## src/rtl/cordic_vectoring_if.sv

```systemverilog
// Handshake and data bundle for the CORDIC vectoring engine.
// Master drives the request; slave returns the status and results.
interface cordic_vectoring_if;
  logic        start;
  logic [7:0]  x_in;
  logic [7:0]  y_in;
  logic        busy;
  logic        out_valid;
  logic [7:0]  angle_out;
  logic [10:0] mag_out;

  modport master (
    output start, x_in, y_in,
    input  busy, out_valid, angle_out, mag_out
  );

  modport slave (
    input  start, x_in, y_in,
    output busy, out_valid, angle_out, mag_out
  );
endinterface

```

## src/rtl/cordic_vectoring.sv

```systemverilog
// Iterative 8-step CORDIC vectoring: rotates (x,y) onto the +x axis and reports angle and unscaled magnitude.
// Latency: 9 cycles from accepted start to out_valid; start is ignored while busy, one conversion in flight.
module cordic_vectoring (
  input  logic            clk,
  input  logic            rst,
  cordic_vectoring_if.slave io
);

  typedef enum logic [1:0] {
    IDLE = 2'd0,
    ITER = 2'd1,
    DONE = 2'd2
  } state_t;

  state_t state, state_nxt;

  logic [2:0]         iter;
  logic               accept;
  logic               last_iter;

  logic signed [10:0] x, y;
  logic signed [10:0] x_nxt, y_nxt;
  logic signed [10:0] x_shr, y_shr;
  logic signed [10:0] x_ext, y_ext;
  logic [7:0]         z, z_nxt;
  logic [7:0]         atan_val;

  logic               busy_q;
  logic               out_valid_q;
  logic [7:0]         angle_q;
  logic [10:0]        mag_q;

  assign last_iter = (iter == 3'd7);

  // Arctangent table in binary-angle units (128 = pi)
  always_comb begin
    atan_val = 8'd0;
    case (iter)
      3'd0: atan_val = 8'd32;
      3'd1: atan_val = 8'd19;
      3'd2: atan_val = 8'd10;
      3'd3: atan_val = 8'd5;
      3'd4: atan_val = 8'd3;
      3'd5: atan_val = 8'd1;
      3'd6: atan_val = 8'd1;
      3'd7: atan_val = 8'd0;
    endcase
  end

  assign x_ext = {{3{io.x_in[7]}}, io.x_in};
  assign y_ext = {{3{io.y_in[7]}}, io.y_in};

  assign x_shr = x >>> iter;
  assign y_shr = y >>> iter;

  // Rotate toward y = 0 using the old x and y together
  always_comb begin
    x_nxt = x;
    y_nxt = y;
    z_nxt = z;
    if (!y[10]) begin
      x_nxt = x + y_shr;
      y_nxt = y - x_shr;
      z_nxt = z + atan_val;
    end else begin
      x_nxt = x - y_shr;
      y_nxt = y + x_shr;
      z_nxt = z - atan_val;
    end
  end

  always_ff @(posedge clk or negedge rst) begin
    if (!rst) begin
      state <= IDLE;
    end else begin
      state <= state_nxt;
    end
  end

  always_comb begin
    state_nxt = state;
    accept    = 1'b0;
    case (state)
      IDLE: begin
        if (io.start) begin
          state_nxt = ITER;
          accept    = 1'b1;
        end
      end
      ITER: begin
        if (last_iter) begin
          state_nxt = DONE;
        end
      end
      DONE: begin
        state_nxt = IDLE;
      end
      default: begin
        state_nxt = IDLE;
      end
    endcase
  end

  always_ff @(posedge clk or negedge rst) begin
    if (!rst) begin
      iter        <= 3'd0;
      x           <= '0;
      y           <= '0;
      z           <= '0;
      busy_q      <= 1'b0;
      out_valid_q <= 1'b0;
      angle_q     <= '0;
      mag_q       <= '0;
    end else begin
      busy_q      <= (state_nxt != IDLE);
      out_valid_q <= (state == ITER) && last_iter;

      if (accept) begin
        iter <= 3'd0;
        // Left half-plane inputs are pre-rotated by pi so the iterations converge
        if (io.x_in[7]) begin
          x <= -x_ext;
          y <= -y_ext;
          z <= 8'h80;
        end else begin
          x <= x_ext;
          y <= y_ext;
          z <= 8'h00;
        end
      end else if (state == ITER) begin
        iter <= iter + 3'd1;
        x    <= x_nxt;
        y    <= y_nxt;
        z    <= z_nxt;
        if (last_iter) begin
          angle_q <= z_nxt;
          mag_q   <= $unsigned(x_nxt);
        end
      end
    end
  end

  assign io.busy      = busy_q;
  assign io.out_valid = out_valid_q;
  assign io.angle_out = angle_q;
  assign io.mag_out   = mag_q;

endmodule

```

## src/flat_wrapper.sv

```systemverilog
// flat-port wrapper written by rule: the top's interface ports become plain ports
module cordic_vectoring_flat 
  (clk, rst, io_start, io_x_in, io_y_in, io_busy, io_out_valid, io_angle_out, io_mag_out);
  cordic_vectoring_if io_i ();
  input  logic clk;
  input  logic rst;
  input wire logic [$bits(io_i.start)-1:0] io_start;
  input wire logic [$bits(io_i.x_in)-1:0] io_x_in;
  input wire logic [$bits(io_i.y_in)-1:0] io_y_in;
  output wire logic [$bits(io_i.busy)-1:0] io_busy;
  output wire logic [$bits(io_i.out_valid)-1:0] io_out_valid;
  output wire logic [$bits(io_i.angle_out)-1:0] io_angle_out;
  output wire logic [$bits(io_i.mag_out)-1:0] io_mag_out;
  assign io_i.start = io_start;
  assign io_i.x_in = io_x_in;
  assign io_i.y_in = io_y_in;
  assign io_busy = io_i.busy;
  assign io_out_valid = io_i.out_valid;
  assign io_angle_out = io_i.angle_out;
  assign io_mag_out = io_i.mag_out;
  cordic_vectoring u_core (.clk(clk), .rst(rst), .io(io_i));
endmodule
```

## config.mk

```make
export PLATFORM = sky130hd
export DESIGN_NAME = cordic_vectoring_flat
export DESIGN_NICKNAME = d
export VERILOG_FILES = /design/src/rtl/cordic_vectoring_if.sv /design/src/rtl/cordic_vectoring.sv /design/src/flat_wrapper.sv
export SDC_FILE = /design/constraint.sdc
export NUM_CORES = 1
export LEC_CHECK = 0
export CAP_MARGIN = 0
export CORE_UTILIZATION = 60
export CTS_BUF_LIST = sky130_fd_sc_hd__clkbuf_4 sky130_fd_sc_hd__clkbuf_8
export CTS_CLUSTER_DIAMETER = 100
export DETAILED_ROUTE_END_ITERATION = 8
export PLACE_DENSITY = 0.82
export SLEW_MARGIN = 20
export SYNTH_ARGS = -nofsm -noshare
export SYNTH_HDL_FRONTEND = slang
export SYNTH_SLANG_ARGS = --single-unit
```

## constraint.sdc

```tcl
create_clock -name clk -period 4.7 [get_ports clk]
set_input_delay 0.705 -clock clk [delete_from_list [all_inputs] [get_ports clk]]
set_output_delay 0.705 -clock clk [all_outputs]
set_load 0.01 [all_outputs]
```

Word level (Yosys, flattened, before mapping)

Memories as Yosys holds them, arrays and structs flattened.
Index checks and enable logic that the tools add are counted.

Register bits after elaboration: 56
ROM bits: 48
Bits of input ports: 19
Memories kept: 1

$add $sub $neg: 9
Eq/ne operators: 2
Shifts and indexed selects: 2
Mux-type cells: 19
Bitwise gates (word level): 1
Reduce and logical (&&, ||, !) cells: 5

Memory list:

| memory           | depth | bits a word | read ports | clocked after memory_dff | wr ports | line                   | source |
|---|---|---|---|---|---|---|---|
| (name not given) | 8     | 6           | 1          | 0                        | 0        | cordic_vectoring.sv:38 | `case (iter)` |

Operators by type and width:

| cell                | number |
|---|---|
| $mux 11             | 8 |
| $mux 8              | 4 |
| $add 11x11->11      | 2 |
| $neg 8->11          | 2 |
| $sshr 11x3->11      | 2 |
| $sub 11x11->11      | 2 |
| $add 8x8->8         | 1 |
| $sub 8x8->8         | 1 |
| $mux 3              | 2 |
| $mux 2              | 2 |
| $pmux 2 s2          | 1 |
| $reduce_bool 2->1   | 2 |
| $add 3x1->3 const B | 1 |
| $eq 3x3->1 const B  | 1 |
| $reduce_and 3->1    | 1 |
| $eq 2x1->1 const B  | 1 |
| $logic_not 2->1     | 1 |
| $mux 1              | 2 |
| $logic_and 1x1->1   | 1 |
| $not 1->1           | 1 |

Longest topological paths before layout

Gate-level depths: netlist (run 1).

Depth after elaboration: 5
Gate-level depth with buffers: 20
Mapped depth without buffers: 18

Worst setup path before layout (run 1)

No wires, ideal clock.

Path kind: reg-to-reg
Start point: register u_core.iter[1]
End point: register u_core.y[10]
Library setup time: 0.124 ns
Data arrival time: 4.029 ns
Data required time: 4.576 ns
Setup slack: 0.547 ns
Cell stages (with the launch flop): 20
Path through: dfrtp_1 > buf_6 > buf_4 > buf_2 > mux4_2 > nand2_1 > a21boi_0 > ha_1 > or4b_1 > a211oi_1 > nor2_1 > xor2_1 > ha_1 > o21a_1 > o21a_1 > o31ai_1 > o2bb2ai_1 > or3b_2 > a21oi_1 > nor3_1

Longest elaborated chain between the ends: 5
Elaborated cells between the ends (all ways): 6
Classes of those cells: add/sub: 2; shift: 1; mux: 3

RTL lines:

| element                                          | line                                           | source |
|---|---|---|
| start: declaration                               | cordic_vectoring.sv:17                         | `logic [2:0] iter;` |
| start signal: assignment                         | cordic_vectoring.sv:131                        | `iter <= iter + 3'd1;` |
| $sshr 11x3->11 (*)                               | cordic_vectoring.sv:53                         | `assign x_shr = x >>> iter;` |
| $sub 11x11->11 or $add 11x11->11 (tied branches) | cordic_vectoring.sv:63, cordic_vectoring.sv:67 |  |
| $mux 11 (*)                                      | cordic_vectoring.sv:61                         | `if (!y[10]) begin` |
| $mux 11 (*)                                      | cordic_vectoring.sv:130                        | `end else if (state == ITER) begin` |
| $mux 11 (*)                                      | cordic_vectoring.sv:118                        | `if (accept) begin` |
| end signal: assignment                           | cordic_vectoring.sv:123                        | `y <= -y_ext;` |
| end signal: assignment                           | cordic_vectoring.sv:127                        | `y <= y_ext;` |
| end signal: assignment                           | cordic_vectoring.sv:133                        | `y <= y_nxt;` |
| end: declaration                                 | cordic_vectoring.sv:21                         | `logic signed [10:0] x, y;` |

Every way passes the cells marked *; elsewhere a longest branch is shown, timed or not. The select of a mux whose other input is x is not followed.
A chain may end at the register's enable or synchronous reset.

Final worst setup path (run 1)

Start point: register u_core.x[7]
End point: register u_core.y[10]

Longest elaborated chain between the ends: 5
Elaborated cells between the ends (all ways): 6
Classes of those cells: add/sub: 2; shift: 1; mux: 3

RTL lines:

| element                                          | line                                           | source |
|---|---|---|
| start: declaration                               | cordic_vectoring.sv:21                         |  |
| start signal: assignment                         | cordic_vectoring.sv:122                        | `x <= -x_ext;` |
| start signal: assignment                         | cordic_vectoring.sv:126                        | `x <= x_ext;` |
| start signal: assignment                         | cordic_vectoring.sv:132                        | `x <= x_nxt;` |
| $sshr 11x3->11 (*)                               | cordic_vectoring.sv:53                         |  |
| $sub 11x11->11 or $add 11x11->11 (tied branches) | cordic_vectoring.sv:63, cordic_vectoring.sv:67 |  |
| $mux 11 (*)                                      | cordic_vectoring.sv:61                         |  |
| $mux 11 (*)                                      | cordic_vectoring.sv:130                        |  |
| $mux 11 (*)                                      | cordic_vectoring.sv:118                        |  |

Marked as above.

==> results of run 1 <==
-- path summary, 6_finish.rpt --
path | from | to | cells past startpoint
min | u_core.io.angle_out[5]$_DFFE_PN0P_ | u_core.io.angle_out[5]$_DFFE_PN0P_ | 2
min reg2reg | u_core.io.angle_out[5]$_DFFE_PN0P_ | u_core.io.angle_out[5]$_DFFE_PN0P_ | 2
max | u_core.x[7]$_DFFE_PN0P_ | u_core.y[10]$_DFFE_PN0P_ | 15
max reg2reg | u_core.x[7]$_DFFE_PN0P_ | u_core.y[10]$_DFFE_PN0P_ | 15
max in group asynchronous | rst | u_core.iter[1]$_DFFE_PN0P_ | 2
min in group asynchronous | rst | u_core.io.busy$_DFF_PN0_ | 2
-- cell type report --
class / instances / area, sq um
clock buffers: 5 / 68.82
clock inverters: 3 / 25.02
fillers: 664 / 2490
inverters: 27 / 101.3
multi-input cells: 519 / 3650
flip-flops and latches: 56 / 1403
well taps: 105 / 131.4
repair buffers: 56 / 513.0
-- worst max-delay path: stages, from the launching register on --
cell       delay (ns)
dfrtp_1          0.51
mux4_2           0.57
a21boi_0         0.29
ha_1             0.26
or4b_1           0.46
a211oi_1         0.34
nor2_1           0.09
xor2_1           0.17
ha_1             0.33
o21a_1           0.14
o21a_1           0.11
o31ai_1          0.07
o2bb2ai_1        0.19
or3b_2           0.45
a21oi_1          0.14
nor3_1           0.07
-- cell families after synthesis --
family	count (synthesis)	share of synthesized area, %
AO/OA/AOI/OAI	194	22.19
XOR/XNOR	46	7.600
adder cells (fa/ha/maj)	44	10.81
buffers and inverters	60	4.862
flip-flops	56	26.43
multiplexers	49	12.08
AND/OR/NAND/NOR	186	16.03
-- sequential cells by signal, indices dropped and copies added (netlist names) --
signal               cells
u_core.io.mag_out       11
u_core.x                11
u_core.z                 8
u_core.io.angle_out      8
u_core.io.out_valid      1
u_core.iter              3
u_core.y                11
u_core.state             2
u_core.io.busy           1
-- stage by stage --
step                util (%)  instance area, sq um
global placement       69.11                  5793
floorplan                  -                  5301
global route           70.29                  5892
finish                 70.29                  5892
detailed placement     69.11                  5793
CTS                    70.23                  5887
-- layer usage --
layer  global-route usage (%)  vias up  wire length, microns
met5                        0        -                     0
met3                    5.845       38                  1364
met4                    12.44        0                   414
met2                    53.31      244                  6517
met1                    45.64     2384                  6281
li1                         -     2344                     -
-- synth_stat cells (5+ instances only) --
cell,instances
o21ai_0,71
nand3_1,5
nor3_1,15
nor2b_1,10
nand2b_1,7
mux2_2,20
o21a_1,9
nor2_1,65
mux2i_1,19
nand2_1,61
mux4_2,10
dfrtp_1,56
a22oi_1,7
inv_1,24
a21oi_1,44
a211oi_1,5
ha_1,41
o31ai_1,5
clkbuf_1,20
o211ai_1,7
a21o_1,6
a31oi_1,11
buf_2,5
xnor2_1,26
xor2_1,20
-- timing repair --
action,4_1_cts,5_1_grt
hold buffers,0,0
gates resized for setup,0,2
endpoints found under the setup margin,0,2
hold endpoints to repair,0,0
==> run_results.csv, run 1 <==
group,metric,value,unit
status,outcome,"finished clean",
grt,grt_pass1_vias,4688,
worst_setup_path,crit_fanout,7,
clocking,cts_buffer_depth,2,
sta,hold_viol_final,0,
sta,slew_headroom,36.56,%
placement,gp_congestion,0.9755,
clocking,clockRootBuffer,"clkbuf_8",
logic_synthesis,synth_seq_cells,56,
placement,placed_cells,763,
finish,final_cells,771,
run,cap_violations,0,
grt,overflow,0,
route,drt_pass1_iterations,5,
placement,portBuffers,39,
hold_path,hold_path_class,"reg2reg",
logic_synthesis,synth_top_area_share,26.43,%
finish,num_antenna_cells,0,
logic_synthesis,synth_edf_count,0,
sta,setup_viol,0,
grt,antenna_found_initial,0,
route,routedWlPerCell,18.91,microns
die,row_count,33,
sta,finalCritPeriodShare,92.28,%
worst_setup_path,required,4.90,ns
die,core,8382,sq um
logic_synthesis,ys_types,61,
clocking,numClockSinks,56,
sta,tns,0,ns
clocking,clkLatencyLatePin,0.33,ns
finish,layout_common_cells,"o21ai_0, nor2_1, nand2_1",
finish,final_common_cell,"o21ai_0",
clocking,postCtsSetupRepairBufs,0,
route,wl,14.58,mm
sta,layout_setup_ws,0.3628,ns
placement,place.detailed.hpwl,10.97,mm
logic_synthesis,yosys.area.top_type,"dfrtp_1",
grt,grt_max_degree,57,
die,die_area,9215,sq um
sta,fmax,230.6,MHz
logic_synthesis,async_flop_share,100.0,%
die,die_y,96.00,microns
finish,syn_to_final_growth,11.14,%
worst_setup_path,worstPathArrival,4.53,ns
worst_setup_path,worstSetupPathType,"reg2reg",
worst_setup_path,end_kind,"flop",
sta,rsz0062_at_grt,"no",
logic_synthesis,yosysWarnings,0,
route,postRouteAntennaNets,0,
logic_synthesis,ys_seq_area_share,26.43,%
route,drt_first_iter_violations,530,
logic_synthesis,synthCells,635,
die,ios,40,
clocking,cts_buffers,5,
finish,drive_above_1_share,10.06,%
logic_synthesis,synth_area,5301,sq um
grt,grt_pass1_wl,23.31,mm
clocking,cts_tree,"done",
die,initial_utilization,63.25,%
sta,hold_ws,0.4931,ns
route,post_drt_via_cell_ratio,6.498,
sta,slew_violations,0,
route,vias,5010,
grt,grt.total_usage,33.51,%
sta,worstMarginPinSlew,0.9481,ns
worst_setup_path,cp-start-kind,"flop",
die,die_w,96.00,microns
logic_synthesis,avgSynthCellArea,8.349,sq um
route,post-route-drc-count,0,
logic_synthesis,synth_area_leaders,"dfrtp_1, ha_1, o21ai_0, nor2_1, nand2_1",
placement,place_ws,0.3109,ns
logic_synthesis,ys.flop_type,"dfrtp_1",
logic_synthesis,synth_nets,698,
finish,fin_nets,728,
sta,fin_crit,4.337,ns
sta,skew,0.008703,ns
worst_setup_path,rrSetupSlack,0.36,ns
clocking,cts_max_level,2,
clocking,clk_pin_slew_worst_paths,0.12,ns
Power of run 1 is left out: the tool's default activity adds up to more than one toggle a clock period on the data nets, which glitch-free logic cannot reach.
==> inputs of run 2 (changes only) <==
--- a/config.mk
+++ b/config.mk
@@ -6,11 +6,11 @@
 export NUM_CORES = 1
 export LEC_CHECK = 0
 export CAP_MARGIN = 0
-export CORE_UTILIZATION = 60
+export CORE_UTILIZATION = 50
 export CTS_BUF_LIST = sky130_fd_sc_hd__clkbuf_4 sky130_fd_sc_hd__clkbuf_8
 export CTS_CLUSTER_DIAMETER = 100
 export DETAILED_ROUTE_END_ITERATION = 8
-export PLACE_DENSITY = 0.82
+export PLACE_DENSITY = 0.7
 export SLEW_MARGIN = 20
 export SYNTH_ARGS = -nofsm -noshare
 export SYNTH_HDL_FRONTEND = slang
==> run_results.csv, run 2 (synthesis results as in run 1) <==
group,metric,value,unit
sta,slew_headroom,50.09,%
route,drt_pass1_iterations,5,
worst_setup_path,max_stage_delay,0.55,ns
die,ios,40,
worst_setup_path,required,4.93,ns
placement,gp_congestion,0.9359,
status,outcome,"finished clean",
die,core,10320,sq um
worst_setup_path,cp_slowest_cell,"dfrtp_2",
clocking,clkLatencyLatePin,0.33,ns
route,post-route-drc-count,0,
route,postRouteAntennaNets,0,
die,die_y,105.0,microns
route,wl,14.00,mm
sta,tns,0,ns
sta,skew,0.005883,ns
grt,antenna_found_initial,0,
grt,grt.total_usage,26.95,%
route,vias,4818,
grt,grt_pass1_wl,23.84,mm
sta,hold_viol_final,0,
finish,final_common_cell,"o21ai_0",
worst_setup_path,crit_buf_inv,2,
worst_setup_path,worstSetupPathType,"reg2reg",
grt,grt_max_degree,57,
sta,fmax,229.5,MHz
die,initial_utilization,51.35,%
finish,drive_above_1_share,9.789,%
placement,place.detailed.hpwl,10.47,mm
run,cap_violations,0,
sta,finalCritPeriodShare,92.71,%
die,die_area,11020,sq um
route,post_drt_via_cell_ratio,6.023,
worst_setup_path,crit_family,"compound AO/OA/AOI/OAI gates",
worst_setup_path,end_kind,"flop",
finish,syn_to_final_growth,11.61,%
sta,worstMarginPinSlew,0.7487,ns
worst_setup_path,crit_fanout,13,
die,die_w,105.0,microns
clocking,cts_buffer_depth,2,
sta,slew_violations,0,
clocking,cts_buffers,5,
sta,setup_viol,0,
placement,portBuffers,39,
clocking,cts_tree,"done",
hold_path,hold_path_class,"reg2reg",
sta,fin_crit,4.358,ns
worst_setup_path,crit_chain,"buf_4, clkinv_1, mux4_2, a22oi_1, nor3_1, a311oi_1, a31oi_1, o21ai_0, ha_1, a21oi_1, nand2_1, o211ai_1, a21oi_1, xor2_1, o21ai_0, a22o_1",
grt,overflow,0,
clocking,cts_hold_buf,0,
clocking,clk_pin_slew_worst_paths,0.12,ns
die,row_count,37,
worst_setup_path,cp-start-kind,"flop",
clocking,clockRootBuffer,"clkbuf_8",
clocking,cts_max_level,2,
finish,layout_common_cells,"o21ai_0, nor2_1, nand2_1",
finish,num_antenna_cells,0,
route,drt_first_iter_violations,384,
sta,rsz0062_at_grt,"no",
worst_setup_path,worstPathArrival,4.59,ns
clocking,numClockSinks,56,
grt,grt_pass1_vias,4836,
finish,fin_nets,726,
route,routedWlPerCell,17.50,microns
-- run 2: cell count changes in the layout (fill, tap and decap cells not counted) --
cell	previous run	this run
buf_6	0	1
buf_4	17	14
dfrtp_1	55	54
dfrtp_2	1	2
o21bai_1	2	3
o21bai_2	1	0
-- run 2: final timing paths --
kind	from	slack, ns	endpoint	cells after the start
worst max-delay path	u_core.iter[1]$_DFFE_PN0P_	0.34	u_core.x[10]$_DFFE_PN0P_	16
worst min-delay path	u_core.io.mag_out[3]$_DFFE_PN0P_	0.49	u_core.io.mag_out[3]$_DFFE_PN0P_	2
worst max register to register	u_core.iter[1]$_DFFE_PN0P_	0.34	u_core.x[10]$_DFFE_PN0P_	16
worst min register to register	u_core.io.mag_out[3]$_DFFE_PN0P_	0.49	u_core.io.mag_out[3]$_DFFE_PN0P_	2
max in group asynchronous	rst	3.65	u_core.iter[0]$_DFFE_PN0P_	2
min in group asynchronous	rst	0.51	u_core.io.busy$_DFF_PN0_	2
-- run 2: worst register-to-register path, cell delays in order, from the launching register on --
cell and delay [ns]:
dfrtp_2 0.55, buf_4 0.23, clkinv_1 0.24, mux4_2 0.52, a22oi_1 0.46, nor3_1 0.15, a311oi_1 0.24, a31oi_1 0.07
o21ai_0 0.18, ha_1 0.30, a21oi_1 0.24, nand2_1 0.09, o211ai_1 0.24, a21oi_1 0.14, xor2_1 0.28, o21ai_0 0.13
a22o_1 0.20
-- run 2: per-stage QoR --
step,cell area (sq um),hold slack (ns),instances,util (%),worst slack [ns]
6_report,5917,0.4944,800,57.31,0.3425
5_1_grt,5917,0.5174,800,57.31,0.05194
4_1_cts,5911,0.4997,800,57.25,0.2266
3_5_place_dp,5817,0.4703,792,56.34,0.2678
3_3_place_gp,5817,0.4620,792,56.34,0.4158
2_1_floorplan,5301,0.4094,635,-,0.5466
-- run 2: timing repair --
item / CTS / global route
gates resized for setup: 0 / 3
setup endpoints to repair: 0 / 2
buffers inserted: 0 / 0
-- run 2: routing by layer --
metal | routed length [microns] | GRT usage [%] | up-vias
met3 | 599 | 2.994 | 33
li1 | - | - | 2338
met1 | 6511 | 35.65 | 2309
met5 | 0 | 0 | -
met4 | 362 | 9.054 | 0
met2 | 6527 | 45.79 | 138
-- run 2: area by class of cell --
| class | count | area [sq um] |
|---|---|---|
| fillers | 930 | 4407 |
| multi-input cells | 519 | 3646 |
| flip-flops and latches | 56 | 1404 |
| repair buffers | 54 | 501.7 |
| well taps | 136 | 170.2 |
| inverters | 27 | 101.3 |
| clock buffers | 5 | 68.82 |
| clock inverters | 3 | 25.02 |
Power of run 2 is left out for the same reason.
